File: config.mk
export PLATFORM = sky130hd
export DESIGN_NAME = f_pc_ctrl
export DESIGN_NICKNAME = d
export VERILOG_FILES = /design/src/rtl/f_pc_ctrl.sv
export SDC_FILE = /design/constraint.sdc
export NUM_CORES = 1
export LEC_CHECK = 0
export CAP_MARGIN = 25
export CORE_ASPECT_RATIO = 1.25
export CORE_MARGIN = 2
export CORE_UTILIZATION = 44
export DETAILED_ROUTE_END_ITERATION = 8
export GPL_TIMING_DRIVEN = 0
export PLACE_DENSITY = 0.81
export REMOVE_ABC_BUFFERS = 1
export SYNTH_ARGS = -nofsm -noshare
export SYNTH_HDL_FRONTEND = slang
export SYNTH_SLANG_ARGS = --single-unit
export TNS_END_PERCENT = 20
File: constraint.sdc
create_clock -name clk -period 2.2 [get_ports clk]
set_clock_uncertainty 0.2 [all_clocks]
set_input_delay 0.66 -clock clk [delete_from_list [all_inputs] [get_ports clk]]
set_output_delay 0.66 -clock clk [all_outputs]
set_load 0.03 [all_outputs]
File: src/rtl/f_pc_ctrl.sv
// Fetch-stage sequencer: owns the F-stage PC and the F/D boundary registers,
// selects the next fetch PC and flags fetch address errors (AdEL).
module f_pc_ctrl #(
    parameter logic [31:0] PC_RESET  = 32'h0000_3000,
    parameter logic [31:0] EXC_ENTRY = 32'h0000_4180,
    parameter logic [31:0] IM_LO     = 32'h0000_3000,
    parameter logic [31:0] IM_HI     = 32'h0000_4fff,
    parameter logic [4:0]  EXC_ADEL  = 5'd4,
    parameter logic [4:0]  EXC_NULL  = 5'd0
) (
    input  logic        clk,
    input  logic        reset,
    input  logic        stall,
    input  logic        br_taken,
    input  logic [31:0] br_target,
    input  logic        eret_d,
    input  logic [31:0] epc,
    input  logic        exc_req,
    output logic [31:0] f_pc,
    output logic [4:0]  f_exc_code,
    output logic [31:0] d_pc,
    output logic [4:0]  d_exc_code,
    output logic        d_valid
);

    localparam int unsigned PC_W = 32;

    logic addr_bad;

    // The slot fetched behind ERET is never executed, so its fault is masked.
    always_comb begin
        addr_bad   = (f_pc < IM_LO) || (f_pc > IM_HI) || (f_pc[1:0] != 2'b00);
        f_exc_code = EXC_NULL;
        if (!eret_d && addr_bad) begin
            f_exc_code = EXC_ADEL;
        end
    end

    // Priority: reset > exception flush > stall > ERET > branch > sequential.
    always_ff @(posedge clk) begin
        if (reset) begin
            f_pc       <= PC_RESET;
            d_pc       <= '0;
            d_exc_code <= EXC_NULL;
            d_valid    <= 1'b0;
        end else if (exc_req) begin
            f_pc       <= EXC_ENTRY;
            d_pc       <= '0;
            d_exc_code <= EXC_NULL;
            d_valid    <= 1'b0;
        end else if (stall) begin
            f_pc       <= f_pc;
            d_pc       <= d_pc;
            d_exc_code <= d_exc_code;
            d_valid    <= d_valid;
        end else if (eret_d) begin
            // ERET has no delay slot: the wrong-path fetch becomes a bubble.
            f_pc       <= epc;
            d_pc       <= f_pc;
            d_exc_code <= EXC_NULL;
            d_valid    <= 1'b0;
        end else begin
            f_pc       <= br_taken ? br_target : f_pc + PC_W'(4);
            d_pc       <= f_pc;
            d_exc_code <= f_exc_code;
            d_valid    <= 1'b1;
        end
    end

endmodule

==> metrics.cfg <==
[outcome]
outcome=finished, violations left
violations=setup timing

[timing]
fmax_ghz=0.395
slew-limit-headroom_pct=65.9
finalCritPeriodShare_pct=115
slew_violations=0
tightest_slew_ns=0.508
final_hold_viol_count=0
period_needed_ns=2.53
holdWs_ns=0.289
setup_viol_count_final=1
fin_ws_ns=-0.329
rsz0062_at_grt=true

[synth]
syn-cell-area_um2=3660
synthArstFlopShare_pct=0
ys_seq_area_share_pct=36.1
yosysWarnings=0
synth_cell_types=69
ys_ff_latch=66
synth_cells=429
synth_area_per_cell_um2=8.53
synth_top_flop_cell=dfxtp_1
synth_edf_count=0

[place]
place.gp.congestion=0.775
dp.cells=627
io_buffers=136
dpl_worst_slack_ns=-1.55
hpwl_um=7930

[detailed_routing]
routed_wl_um=11700
dr.pass1.iters=5
drt_iter0_markers=275
ant_nets=0
viasPerCell=5.94
drc=0
via_count=3869
wire_per_inst_um=17.9

[final_layout]
drive_gt1_share_pct=13.2
fin_nets=620
syn2layout_area_growth_pct=43.6
layout_common_cells=65 x nor2_1, 65 x dlygate4sd2_1, 64 x clkdlybuf4s50_1
fin_cells=651
finalCoreUtilization_pct=64.5
nFillCells=709
diodes=0

[die]
die_w_um=85.6
fp-row-count=37
die-area_um2=9070
die_h_um=106
coreArea_um2=8150
io_pins=145
start_util_pct=44.9

[critical_path]
crit_fanout=7
worst_setup_path_end_kind=primary output
criticalPathCategory=register to primary output
arrival_ns=1.67
critPathLaunchType=register
crit_required_ns=1.34

[job]
drv_cap=0

[grt]
grt_pass1_vias=3798
grt_start_max_net_pins=53
grt_pass1_wl_um=18800
overflow=0
grt_antenna_before_repair=0
grt_use_total_pct=26.1

[clocking]
clock_latency_ns=0.35
numCtsBuffers=9
clockBufferDepth=2
numClockSinks=66
cts_hold_buf=0
cts_max_level=3
cts_tree=built
clock-root-buffer=clkbuf_8
path_clk_slew_ns=0.07

[worst_hold_path]
hold_class=register to register

[power]
p_leak_nw=2.31
peakVddDrop_mv=0.441
pwr_density_cell_nw_per_um2=569

[layout make-up]
class                   instances  area (um^2)  area share [%]
clock buffers                  11          141            2.69
clock inverters                 5         77.6            1.48
inverters                       5         26.3           0.500
multi-input cells             320         2130            40.6
flip-flops and latches         66         1340            25.5
well taps                      97          121            2.31
repair buffers                147         1410            26.9
[critical path, stage by stage (launching register included)]
cell and delay, ns:
dfxtp_2 0.37, nor4_2 0.28, nand2_1 0.12, nor4_2 0.20, a41oi_2 0.17, buf_6 0.18
[kinds of logic (layout without fill, tap and decap cells)]
logic type | after synthesis | count (layout) | synth area share, %
fa+ha+maj | 1 | 1 | 0.342
buf+inv | 51 | 168 | 8.04
compound gates | 132 | 132 | 25.0
simple gates | 140 | 141 | 20.1
other cells | 1 | 8 | 0.103
flops | 66 | 66 | 36.1
mux | 36 | 36 | 9.85
xor+xnor | 2 | 2 | 0.479
[flip-flops by register name (all words and copies together) (netlist names), named ones only]
register    flops
d_pc           32
f_pc           30
d_exc_code      1
d_valid         1
[routing by layer]
metal | GRT usage, % | vias up | routed length (um)
met2 | 44.4 | 165 | 6000
met4 | 12.7 | 0 | 265
met1 | 32.2 | 1852 | 4650
li1 | - | 1831 | -
met5 | 0 | - | 0
met3 | 3.57 | 21 | 765
[cell usage after synthesis (7+ instances only)]
master,count,area share [%]
o211ai_1,7,1.4
nand3_1,11,1.5
nand2_1,20,2.1
o21ai_0,22,3.0
nor2_1,68,7.0
clkbuf_1,18,1.8
o22ai_1,7,1.2
mux2i_1,36,9.8
dfxtp_1,66,36
a22oi_1,7,1.4
buf_2,7,0.96
a21oi_1,32,4.4
buf_4,9,1.8
[report_power, final]
| part | total, mW | switching [mW] | internal (mW) |
|---|---|---|---|
| Sequential | 1.29 | 0.0575 | 1.23 |
| Clock | 1.14 | 0.474 | 0.666 |
| Combinational | 0.564 | 0.304 | 0.260 |
| Total | 2.99 | 0.835 | 2.15 |
[final timing paths]
path | from | to | slack [ns] | cells past startpoint
max | f_pc[21] | f_exc_code[2] | -0.33 | 5
min | d_pc[2] | d_pc[2] | 0.29 | 2
max reg2reg | f_pc[4] | f_pc[17] | 0.17 | 6
min reg2reg | d_pc[2] | d_pc[2] | 0.29 | 2
[stage by stage]
| step | instance area, um^2 | setup TNS [ns] | total power, mW |
|---|---|---|---|
| after CTS | 5210 | -0.552 | 3.00 |
| after global placement | 4890 | -183.68 | 1.86 |
| final | 5250 | -0.329 | 2.99 |
| after detailed placement | 4960 | -42.14 | 1.87 |
| after floorplan | 3410 | -0.778 | 1.56 |
| after global routing | 5250 | -0.404 | 3.11 |
[what timing repair did]
action                                  in CTS  in global routing
pin swaps                                    4                  1
resized for setup                          100                 19
setup buffers                                6                  1
endpoints found under the setup margin      99                 24
gates cloned                                 1                  0
No activity file was read; power rests on OpenSTA's default activity.
